$ cat config.mk
export PLATFORM = sky130hd
export DESIGN_NAME = mor1kx_axi4lite_arbiter
export DESIGN_NICKNAME = d
export VERILOG_FILES = /design/src/rtl/mor1kx_axi4lite_arb_pkg.sv /design/src/rtl/axi4lite_rr_arb2.sv /design/src/rtl/mor1kx_axi4lite_arbiter.sv
export SDC_FILE = /design/constraint.sdc
export NUM_CORES = 1
export LEC_CHECK = 0
export BUFFER_PORTS_ARGS = -buffer_cell sky130_fd_sc_hd__clkbuf_2
export CORE_AREA = 2 2 172 174
export DETAILED_ROUTE_END_ITERATION = 7
export DIE_AREA = 0 0 174 176
export GPL_TIMING_DRIVEN = 0
export PLACE_DENSITY = 0.53
export SLEW_MARGIN = 25
export SYNTH_ARGS = -nofsm -noshare
export SYNTH_HDL_FRONTEND = slang
export SYNTH_SLANG_ARGS = --single-unit
$ cat constraint.sdc
create_clock -name clk_i -period 2.4 [get_ports clk_i]
set_clock_uncertainty 0.15 [all_clocks]
set_input_delay 0 -clock clk_i [delete_from_list [all_inputs] [get_ports clk_i]]
set_output_delay 0 -clock clk_i [all_outputs]
set_load 0.02 [all_outputs]
$ cat src/rtl/mor1kx_axi4lite_arb_pkg.sv
// mor1kx_axi4lite_arb_pkg: shared types, channel bundles and port constants for the AXI4-Lite arbiter
package mor1kx_axi4lite_arb_pkg;
  localparam int AXI_ADDR_WIDTH = 32;
  localparam int AXI_DATA_WIDTH = 32;
  localparam int AXI_STRB_WIDTH = AXI_DATA_WIDTH / 8;
  localparam logic PORT_I = 1'b0;
  localparam logic PORT_D = 1'b1;
  typedef enum logic [2:0] {IDLE, RD_ADDR, RD_DATA, WR_REQ, WR_RESP} state_t;
  typedef enum logic [1:0] {NONE, READ, WRITE} req_t;
  typedef struct packed {
    logic [AXI_ADDR_WIDTH-1:0] aw_addr;
    logic                      aw_valid;
    logic [AXI_DATA_WIDTH-1:0] w_data;
    logic [AXI_STRB_WIDTH-1:0] w_strb;
    logic                      w_valid;
    logic                      b_ready;
    logic [AXI_ADDR_WIDTH-1:0] ar_addr;
    logic                      ar_valid;
    logic                      r_ready;
  } axi_req_t;
  typedef struct packed {
    logic                      aw_ready;
    logic                      w_ready;
    logic [1:0]                b_resp;
    logic                      b_valid;
    logic                      ar_ready;
    logic [AXI_DATA_WIDTH-1:0] r_data;
    logic [1:0]                r_resp;
    logic                      r_valid;
  } axi_rsp_t;
  function automatic req_t req_kind(input axi_req_t r);
    return r.ar_valid ? READ : (r.aw_valid && r.w_valid) ? WRITE : NONE;
  endfunction
endpackage

$ cat src/rtl/axi4lite_rr_arb2.sv
// axi4lite_rr_arb2: combinational 2-way round-robin grant
// Ports: req[1:0] requesters, last_grant previous winner; grant winning index, grant_valid any request.
module axi4lite_rr_arb2 (
  input  logic [1:0] req,
  input  logic       last_grant,
  output logic       grant,
  output logic       grant_valid
);
  assign grant_valid = |req;
  assign grant = &req ? ~last_grant : req[1];
endmodule

$ cat src/rtl/mor1kx_axi4lite_arbiter.sv
// mor1kx_axi4lite_arbiter: merges instruction/data AXI4-Lite ports onto one master, one transaction in flight
// Ports: clk_i, rst_i (sync active-high); slave_i_* port 0 and slave_d_* port 1 (req in, rsp out);
// master_req out / master_rsp in toward the interconnect.
module mor1kx_axi4lite_arbiter
  import mor1kx_axi4lite_arb_pkg::*;
(
  input  logic     clk_i,
  input  logic     rst_i,
  input  axi_req_t slave_i_req,
  output axi_rsp_t slave_i_rsp,
  input  axi_req_t slave_d_req,
  output axi_rsp_t slave_d_rsp,
  output axi_req_t master_req,
  input  axi_rsp_t master_rsp
);
  state_t state, next, cur;
  req_t kind;
  logic last_grant, gnt, grant, grant_valid, accept, aw_done, w_done, aw_fin, w_fin;
  logic [AXI_ADDR_WIDTH-1:0] addr;
  logic [AXI_DATA_WIDTH-1:0] data;
  logic [AXI_STRB_WIDTH-1:0] strb;
  axi_req_t s_req [2];
  axi_rsp_t s_rsp [2];
  assign s_req[PORT_I] = slave_i_req;
  assign s_req[PORT_D] = slave_d_req;
  assign slave_i_rsp = s_rsp[PORT_I];
  assign slave_d_rsp = s_rsp[PORT_D];
  axi4lite_rr_arb2 u_arb (
    .req({req_kind(s_req[1]) != NONE, req_kind(s_req[0]) != NONE}),
    .last_grant(last_grant),
    .grant(grant),
    .grant_valid(grant_valid)
  );
  assign kind = req_kind(s_req[grant]);
  // Outputs decode from cur so every valid/ready is already low while reset is held.
  assign cur = rst_i ? IDLE : state;
  assign accept = !rst_i && state == IDLE && grant_valid;
  assign aw_fin = aw_done || master_rsp.aw_ready;
  assign w_fin = w_done || master_rsp.w_ready;
  always_comb begin
    next = state;
    case (state)
      IDLE:    next = accept ? (kind == READ ? RD_ADDR : WR_REQ) : IDLE;
      RD_ADDR: next = master_rsp.ar_ready ? RD_DATA : RD_ADDR;
      RD_DATA: next = (master_rsp.r_valid && s_req[gnt].r_ready) ? IDLE : RD_DATA;
      WR_REQ:  next = (aw_fin && w_fin) ? WR_RESP : WR_REQ;
      WR_RESP: next = (master_rsp.b_valid && s_req[gnt].b_ready) ? IDLE : WR_RESP;
      default: next = IDLE;
    endcase
  end
  always_comb begin
    master_req = '0;
    master_req.aw_addr = addr;
    master_req.ar_addr = addr;
    master_req.w_data = data;
    master_req.w_strb = strb;
    master_req.ar_valid = cur == RD_ADDR;
    master_req.aw_valid = cur == WR_REQ && !aw_done;
    master_req.w_valid = cur == WR_REQ && !w_done;
    master_req.r_ready = cur == RD_DATA && s_req[gnt].r_ready;
    master_req.b_ready = cur == WR_RESP && s_req[gnt].b_ready;
  end
  always_comb begin
    for (int i = 0; i < 2; i++) begin
      s_rsp[i] = '0;
      s_rsp[i].r_data = master_rsp.r_data;
      s_rsp[i].r_resp = master_rsp.r_resp;
      s_rsp[i].b_resp = master_rsp.b_resp;
      s_rsp[i].ar_ready = accept && grant == 1'(i) && kind == READ;
      s_rsp[i].aw_ready = accept && grant == 1'(i) && kind == WRITE;
      s_rsp[i].w_ready = accept && grant == 1'(i) && kind == WRITE;
      s_rsp[i].r_valid = cur == RD_DATA && gnt == 1'(i) && master_rsp.r_valid;
      s_rsp[i].b_valid = cur == WR_RESP && gnt == 1'(i) && master_rsp.b_valid;
    end
  end
  always_ff @(posedge clk_i) begin
    if (rst_i) begin
      state <= IDLE;
      last_grant <= PORT_D;
      gnt <= PORT_I;
      aw_done <= 1'b0;
      w_done <= 1'b0;
      addr <= '0;
      data <= '0;
      strb <= '0;
    end else begin
      state <= next;
      // Done flags only live inside WR_REQ; they clear as the write moves on to its response.
      aw_done <= state == WR_REQ && next == WR_REQ && aw_fin;
      w_done <= state == WR_REQ && next == WR_REQ && w_fin;
      if (accept) begin
        gnt <= grant;
        last_grant <= grant;
        addr <= kind == READ ? s_req[grant].ar_addr : s_req[grant].aw_addr;
        if (kind == WRITE) begin
          data <= s_req[grant].w_data;
          strb <= s_req[grant].w_strb;
        end
      end
    end
  end
endmodule

==> results of run 1 <==
-- critical path, stage by stage, from the launching register on --
cell	delay (ps)
dfxtp_1	290
buf_2	170
nor4_4	270
buf_6	170
clkbuf_8	180
buf_6	160
nand2_1	120
nor2_1	160
buf_4	130
clkbuf_2	150
-- logic make-up after synthesis --
kind of cell,after synthesis
flip-flops,75
AO/OA/AOI/OAI,220
multiplexers,3
AND/OR/NAND/NOR,144
buffers and inverters,202
-- sequential cells by signal (all words and copies together) (netlist names) --
name / flops
state: 3
gnt: 1
strb: 4
data: 32
aw_done: 1
w_done: 1
last_grant: 1
addr: 32
-- final cells by class --
type / count / area [um2]
clock inverter: 6 / 71.3
tap: 384 / 480
sequential: 75 / 1500
antenna: 2 / 5.00
timing repair buffer: 598 / 3970
multi-input combinational: 367 / 2460
fill: 2963 / 18600
inverter: 35 / 131
clock buffer: 10 / 239
buffer: 166 / 1100
-- layer usage --
layer | track usage [%] | up-vias | part of all wire, %
li1 | - | 3461 | -
met1 | 17.8 | 3226 | 39
met2 | 31.1 | 336 | 52
met5 | 0 | - | 0
met4 | 7.63 | 0 | 3.2
met3 | 3.55 | 41 | 6.0
-- worst max path at each step --
stage | from | endpoint | cells past startpoint
floorplan | state[0] | slave_d_rsp[40] | 7
global placement | state[0] | addr[1] | 6
detailed placement | state[0] | addr[0] | 6
CTS | last_grant | slave_i_rsp[40] | 6
global route | state[1] | slave_d_rsp[40] | 9
finish | state[1] | slave_d_rsp[40] | 9
-- through the flow --
| step | instance area [um2] | hold WS [ps] | total power [mW] | TNS, ps | setup WS, ps |
|---|---|---|---|---|---|
| final | 9950 | -12.3 | 5.07 | 0 | 87.1 |
| after global routing | 9950 | -3.03 | 5.35 | -94.3 | -53.0 |
| after CTS | 9820 | 9.80 | 5.11 | -93.7 | -83.8 |
| after detailed placement | 7620 | 74.7 | 3.31 | -12180 | -417 |
| after global placement | 7620 | 75.3 | 3.30 | -10140 | -340 |
| after floorplan | 5120 | -37.4 | 2.61 | 0 | 362 |
-- where the power goes --
part | internal (mW) | total [mW] | switching [mW]
clock | 0.846 | 1.49 | 0.645
combinational | 0.960 | 2.11 | 1.15
sequential | 1.36 | 1.46 | 0.100
total | 3.17 | 5.07 | 1.90
-- what timing repair did --
action                                  4_1_cts  5_1_grt
buffers inserted                              5        2
pin swaps                                     1        1
hold buffers                                182        6
hold endpoints to repair                     73        5
endpoints found under the setup margin       48       35
gates resized for setup                      11       17
-- Yosys cell counts, types with 22 or more instances --
library cell  count
dfxtp_1          75
a211oi_1         65
clkbuf_1         31
nand2_1          79
o22ai_1          32
buf_4           110
inv_1            35
nor2_1           46
a2111oi_2        22
buf_2            25
a21oi_1          38
a311oi_1         36
==> flow_summary.yaml, run 1 <==
status:
  status: "finished, violations left"
  violations: "hold timing"
hold_path:
  hold_path_depth: 5
  min_from: "slave_d_req[21]"
  min_to: "addr[19]"
  min_path_type: "in2reg"
die:
  start_util_pct: 17.9
  core_area_um2: 28500
  io_pins: 440
  die_area_um2: 30600
  fp-row-count: 62
  chipHeight_um: 176
  chipWidth_um: 174
timing:
  holdWs_ps: -12.3
  final_max_slew_viol_count: 0
  period_share_pct: 96.4
  fmax_ghz: 0.432
  rsz0062_at_grt: "yes"
  tightest_slew_ps: 844
  hold_viol: 2
  relSlewSlack_pct: 43.7
  final-setup-viol-count: 0
  min_period_ps: 2310
routing:
  drt_wl_total_mm: 26.7
  vias: 7064
  ant_nets: 0
  vias_per_cell: 4.30
  initialDrtViolationCount: 260
  dr.pass1.iters: 4
  routedWlPerCell_um: 16.3
  post-route-drc-count: 0
layout:
  instances_no_fill: 1643
  layout_commonest_cell: "clkbuf_2"
  nets: 1505
  area_delta_synth_final_pct: 94.4
  fin_util_pct: 34.9
  final_cell_mix: "407 x clkbuf_2, 188 x dlygate4sd3_1, 116 x buf_4"
  drive_above_1_share_pct: 47.9
power:
  vdd_ir_drop_max_v: 0.000319
  p_leak_nw: 4.75
  power.density_nw_per_um2: 509
worst_setup_path:
  worstPathArrival_ps: 2160
  r2r-start: "last_grant"
  r2r_slack_ps: 150
  path_class: "reg2out"
  critPathMaxFanout: 10
  start_kind: "flop"
  r2r_end: "addr[10]"
  end_kind: "output port"
  critPathRequiredTime_ps: 2250
  reg2reg_depth: 5
synth:
  synth_edf_count: 0
  synth_seq_cells: 75
  synth_ff_type: "dfxtp_1"
  synthXorXnorAreaFrac_pct: 0
  synth_fp_nets: 897
  synth.area.mux_share_pct: 0.587
  avgSynthCellArea_um2: 7.95
  ys_async_sr_fraction_pct: 0
  synth_simple_gate_area_share_pct: 11.9
  synth_top_family_by_area: "compound AO/OA/AOI/OAI gates"
  yosys-top-cells-area: "dfxtp_1 29%, buf_4 16%, a211oi_1 9.5%, a2111oi_2 6.5%, a311oi_1 6.2%"
  syn-cell-area_um2: 5120
  ys_warn_count: 0
  yosysTopAreaCellShare_pct: 29.3
  synth_cell_type_count: 40
  ys_seq_area_share_pct: 29.3
  yosys.area_share.adder_pct: 0
  synth_top_area_cell: "dfxtp_1"
  synthCells: 644
  synth-compound-area-share_pct: 34.8
clock_network:
  cts_root_buffer: "clkbuf_16"
  htreeDepth: 3
  clk_pin_slew_worst_paths_ps: 70
  cts_tree: "done"
  cts_sinks: 75
  clock_path_buffers: 2
  clk_latency_ps: 340
  numCtsBuffers: 9
grt:
  grt_pass1_vias: 7242
  grt_pass1_wl_mm: 39.4
  grt_overflow: 0
  track_usage_pct: 16.6
  antenna_found_initial: 2
  grt_max_degree: 15
placed_design:
  dp_cells: 1431
  gp_congestion: 0.851
  hpwl_mm: 19.7
  port_buffers: 403
run:
  cap_violations: 0
No activity file was read; power rests on OpenSTA's default activity.
==> run 2: changes to the inputs <==
==> constraint.sdc (replaced) <==
create_clock -name clk_i -period 2.4 [get_ports clk_i]
set_clock_uncertainty 0.15 [all_clocks]
set_input_delay 0.12 -clock clk_i [delete_from_list [all_inputs] [get_ports clk_i]]
set_output_delay 0.12 -clock clk_i [all_outputs]
set_load 0.02 [all_outputs]
==> flow_summary.yaml, run 2 (synthesized netlist as in run 1, its figures left out) <==
placed_design:
  place_ws_ps: -417
  hpwl_mm: 19.7
  dp_cells: 1431
  gp_congestion: 0.851
  port_buffers: 403
  place_area_um2: 7620
worst_setup_path:
  crit_slowest_cell: "dfxtp_1"
  path_class: "reg2out"
  crit_top_cell: "buf_8"
  critPathMaxFanout: 10
  cp_cell_sequence: "nor4_4 > buf_6 > buf_8 > buf_8 > nand2_2 > nor2_2 > buf_4 > clkbuf_2"
  critPathRequiredTime_ps: 2130
  end_kind: "output port"
  start_kind: "flop"
  critical_path.max_stage_delay_ps: 390
  worstPathArrival_ps: 2010
grt:
  grt_max_degree: 15
  antenna_found_initial: 2
  track_usage_pct: 16.0
  use_met3_pct: 3.40
  grt_overflow: 0
  grt_use_met2_pct: 30.3
  grt-busiest-layer: "met2"
  grt_pass1_wl_mm: 37.5
  grt_pass1_vias: 6730
  grtUsageMet1_pct: 17.5
clock_network:
  cts_sinks: 75
  clk_pin_slew_worst_paths_ps: 70
  htreeDepth: 3
  cts_tree: "done"
  numCtsBuffers: 9
  clk_latency_ps: 340
  cts_root_buffer: "clkbuf_16"
  clock_path_buffers: 2
die:
  die_area_um2: 30600
  fp-row-count: 62
  start_util_pct: 17.9
  chipWidth_um: 174
  chipHeight_um: 176
  core_area_um2: 28500
  io_pins: 440
routing:
  ant_nets: 0
  initialDrtViolationCount: 275
  vias_per_cell: 4.27
  drt_wl_total_mm: 25.6
  routedWlPerCell_um: 16.4
  dr.pass1.iters: 4
  vias: 6645
  post-route-drc-count: 0
layout:
  stdcell_area_um2: 9060
  final_cell_mix: "405 x clkbuf_2, 121 x buf_4, 101 x dlygate4sd3_1"
  multi_input_area_um2: 2440
  fin_util_pct: 31.8
  reg_top3: "addr (32), data (32), strb (4)"
  fill_cells: 3096
  drive_above_1_share_pct: 51.2
  ff_latch_area_um2: 1500
  area_delta_synth_final_pct: 77.1
  nets: 1418
  instances_no_fill: 1556
  layout_commonest_cell: "clkbuf_2"
timing:
  period_share_pct: 94.9
  min_period_ps: 2280
  tightest_slew_ps: 829
  relSlewSlack_pct: 44.8
  final_max_slew_viol_count: 0
  hold_viol: 0
  rsz0062_at_grt: "no"
  worst_slack_ps: 123
  fmax_ghz: 0.439
  final-setup-viol-count: 0
hold_path:
  min_path_type: "in2reg"
power:
  p_leak_nw: 4.37
  power.density_nw_per_um2: 545
  vdd_ir_drop_max_v: 0.000319
run:
  cap_violations: 0
status:
  status: "finished, final reports clean"
[run 2: where the power goes]
group / total (mW) / leakage [nW] / switching [mW] / internal (mW)
combinational: 1.99 / 3.61 / 1.13 / 0.868
clock: 1.48 / 0.146 / 0.639 / 0.846
sequential: 1.46 / 0.615 / 0.0987 / 1.36
[run 2: worst max-delay path: cells and delay by family (launching register included)]
kind,cells,cell delay (ps)
AND/OR/NAND/NOR,3,520
buffers and inverters,5,750
flip-flops,1,390
[run 2: final cells by class]
class                   count  share of cell area [%]
repair buffers            514                    34.3
multi-input cells         367                    27.0
flip-flops and latches     75                    16.6
plain buffers             163                    12.0
well taps                 384                    5.30
clock buffers              10                    2.64
inverters                  35                    1.45
clock inverters             6                   0.787
diodes                      2                  0.0552
[run 2: final timing paths]
path	slack, ps	start	endpoint	depth (start not counted)
max	120	state[2]	slave_d_rsp[40]	8
min	20	slave_i_req[73]	addr[0]	3
max reg2reg	160	state[2]	addr[2]	7
min reg2reg	360	aw_done	aw_done	2
[run 2: stage by stage]
step           power [mW]  hold WS, ps  setup TNS (ps)
3_5_place_dp         3.31          222          -13150
6_report             4.94         16.9               0
2_1_floorplan        2.61          105               0
4_1_cts              5.02         2.65               0
3_3_place_gp         3.30          220          -11040
5_1_grt              5.22         6.35               0
[run 2: timing repair]
item                                    CTS  global route
endpoints found under the hold margin    64             0
setup buffers                             8             2
hold buffers                            101             0
endpoints found under the setup margin   48            51
resized for setup                        17             5
pin swaps                                 3             1
[run 2: metal layers]
| metal | wire [um] | share of wire [%] | vias to the layer above |
|---|---|---|---|
| met5 | 13 | 0.051 | - |
| met4 | 594 | 2.3 | 2 |
| met3 | 1500 | 5.9 | 29 |
| met2 | 13400 | 52 | 304 |
| met1 | 10100 | 39 | 3024 |
| li1 | - | - | 3286 |
==> run 3: changes to the inputs <==
==> constraint.sdc (replaced) <==
create_clock -name clk_i -period 2.4 [get_ports clk_i]
set_clock_uncertainty 0.15 [all_clocks]
set_input_delay 0.24 -clock clk_i [delete_from_list [all_inputs] [get_ports clk_i]]
set_output_delay 0.24 -clock clk_i [all_outputs]
set_load 0.02 [all_outputs]
==> flow_summary.yaml, run 3 (synthesized netlist as in run 1, its figures left out) <==
status:
  status: "finished, final reports clean"
hold_path:
  min_from: "master_rsp[39]"
  min_path_type: "in2reg"
  hold_path_depth: 3
  min_to: "w_done"
die:
  io_pins: 440
  start_util_pct: 17.9
  core_area_um2: 28500
  chipWidth_um: 174
  die_area_um2: 30600
  fp-row-count: 62
  chipHeight_um: 176
worst_setup_path:
  critical_path.max_stage_delay_ps: 360
  start_kind: "flop"
  critPathRequiredTime_ps: 2010
  r2r-start: "last_grant"
  crit_buf_inv: 6
  cp_cell_sequence: "nor4_4 > buf_6 > buf_12 > clkbuf_16 > buf_8 > nand2_2 > nor2_2 > buf_4 > clkbuf_8"
  crit_slowest_cell: "dfxtp_4"
  end_kind: "output port"
  r2r_slack_ps: 160
  path_class: "reg2out"
  r2r_end: "addr[2]"
  critPathMaxFanout: 10
  reg2reg_depth: 5
  worstPathArrival_ps: 1900
  crit_family: "buffers and inverters"
routing:
  ant_nets: 0
  vias: 6515
  dr.pass1.iters: 4
  drt_wl_total_mm: 25.2
  initialDrtViolationCount: 251
  routedWlPerCell_um: 16.6
  vias_per_cell: 4.29
  post-route-drc-count: 0
timing:
  fin_tns_setup_ps: 0
  period_share_pct: 95.5
  tightest_slew_ps: 840
  min_period_ps: 2290
  hold_viol: 0
  relSlewSlack_pct: 44.0
  final-setup-viol-count: 0
  final_max_slew_viol_count: 0
  rsz0062_at_grt: "no"
  fmax_ghz: 0.436
clock_network:
  numCtsBuffers: 9
  cts_tree: "done"
  clock_path_buffers: 2
  clk_latency_ps: 350
  clk_pin_slew_worst_paths_ps: 70
  htreeDepth: 3
  cts_root_buffer: "clkbuf_16"
  cts_sinks: 75
power:
  power.density_nw_per_um2: 563
  p_int_mw: 3.06
  p_leak_nw: 4.24
  p_comb_share_pct: 39.8
  vdd_ir_drop_max_v: 0.000318
  seqPwrFrac_pct: 29.9
  total_power_mw: 4.91
  p_sw_mw: 1.86
  p_clk_share_pct: 30.3
  swShare_pct: 37.8
layout:
  layout_commonest_cell: "clkbuf_2"
  stdcell_area_um2: 8730
  final_cell_mix: "403 x clkbuf_2, 127 x buf_4, 78 x nand2_1"
  area_delta_synth_final_pct: 70.5
  nets: 1381
  fill_cells: 3139
  reg_top3: "addr (32), data (32), strb (4)"
  drive_above_1_share_pct: 53.5
placed_design:
  gp_congestion: 0.851
  hpwl_mm: 19.7
  place_area_um2: 7620
  port_buffers: 403
grt:
  grt_pass1_wl_mm: 36.7
  grt_pass1_vias: 6476
  track_usage_pct: 15.7
  grt_overflow: 0
  grt_max_degree: 15
  antenna_found_initial: 3
run:
  cap_violations: 0
run 3: changes by cell type in the layout (fill, tap and decap cells not counted), moves of 2 or more:
cell           change
dfxtp_2            +2
buf_4              +6
dlygate4sd3_1     -40
dfxtp_1            -3
clkbuf_2           -2
run 3: what timing repair did:
item / 4_1_cts / 5_1_grt
endpoints found under the setup margin: 48 / 44
setup buffers: 11 / 4
resized for setup: 25 / 8
pin swaps: 3 / 2
endpoints found under the hold margin: 36 / 0
hold buffers: 61 / 0
run 3: worst max-delay path by stage:
stage,slack (ps),end,startpoint,cells past startpoint
3_5_place_dp,-420,slave_i_rsp[40],state[0],8
6_report,110,slave_d_rsp[40],state[1],9
2_1_floorplan,120,slave_d_rsp[40],state[0],7
4_1_cts,10,slave_d_rsp[40],state[1],9
3_3_place_gp,-400,slave_i_rsp[40],state[0],8
5_1_grt,0.7,slave_d_rsp[35],state[1],8
run 3: cell type report:
class	instances	area [um2]	share of cell area, %
diodes	1	2.50	0.0287
plain buffers	161	1090	12.5
clock buffers	10	239	2.74
clock inverters	6	71.3	0.817
inverters	35	131	1.50
multi-input cells	367	2440	28.0
flip-flops and latches	75	1510	17.3
well taps	384	480	5.50
repair buffers	479	2770	31.7
run 3: tightest hold or removal path: cells and delay by family:
kind	cells	cell delay, ps
simple gates	2	130
buf+inv	1	100
run 3: layer usage:
| metal | part of all wire [%] | wire length (um) | up-vias | track usage [%] |
|---|---|---|---|---|
| met5 | 0.052 | 13 | - | 0 |
| met3 | 6.4 | 1610 | 28 | 3.60 |
| met2 | 52 | 13100 | 300 | 29.5 |
| met4 | 2.1 | 525 | 2 | 4.97 |
| li1 | - | - | 3213 | - |
| met1 | 40 | 9970 | 2972 | 17.4 |
run 3: through the flow:
stage | std cells | utilization (%) | worst slack [ps] | hold WS, ps
finish | 1518 | 30.6 | 107 | 15.2
global route | 1518 | 30.6 | 0.693 | 18.2
CTS | 1516 | 30.5 | 10.9 | 1.73
detailed placement | 1431 | 26.7 | -419 | 342
global placement | 1431 | 26.7 | -395 | 333
floorplan | 644 | - | 122 | 225
run 3: power by group through the flow:
| stage | Combinational, mW | Clock [mW] | Sequential [mW] |
|---|---|---|---|
| detailed placement | 1.82 | 0 | 1.49 |
| floorplan | 1.01 | 0 | 1.60 |
| finish | 1.96 | 1.49 | 1.47 |
| CTS | 1.96 | 1.56 | 1.47 |
| global placement | 1.81 | 0 | 1.49 |
| global route | 2.11 | 1.59 | 1.48 |
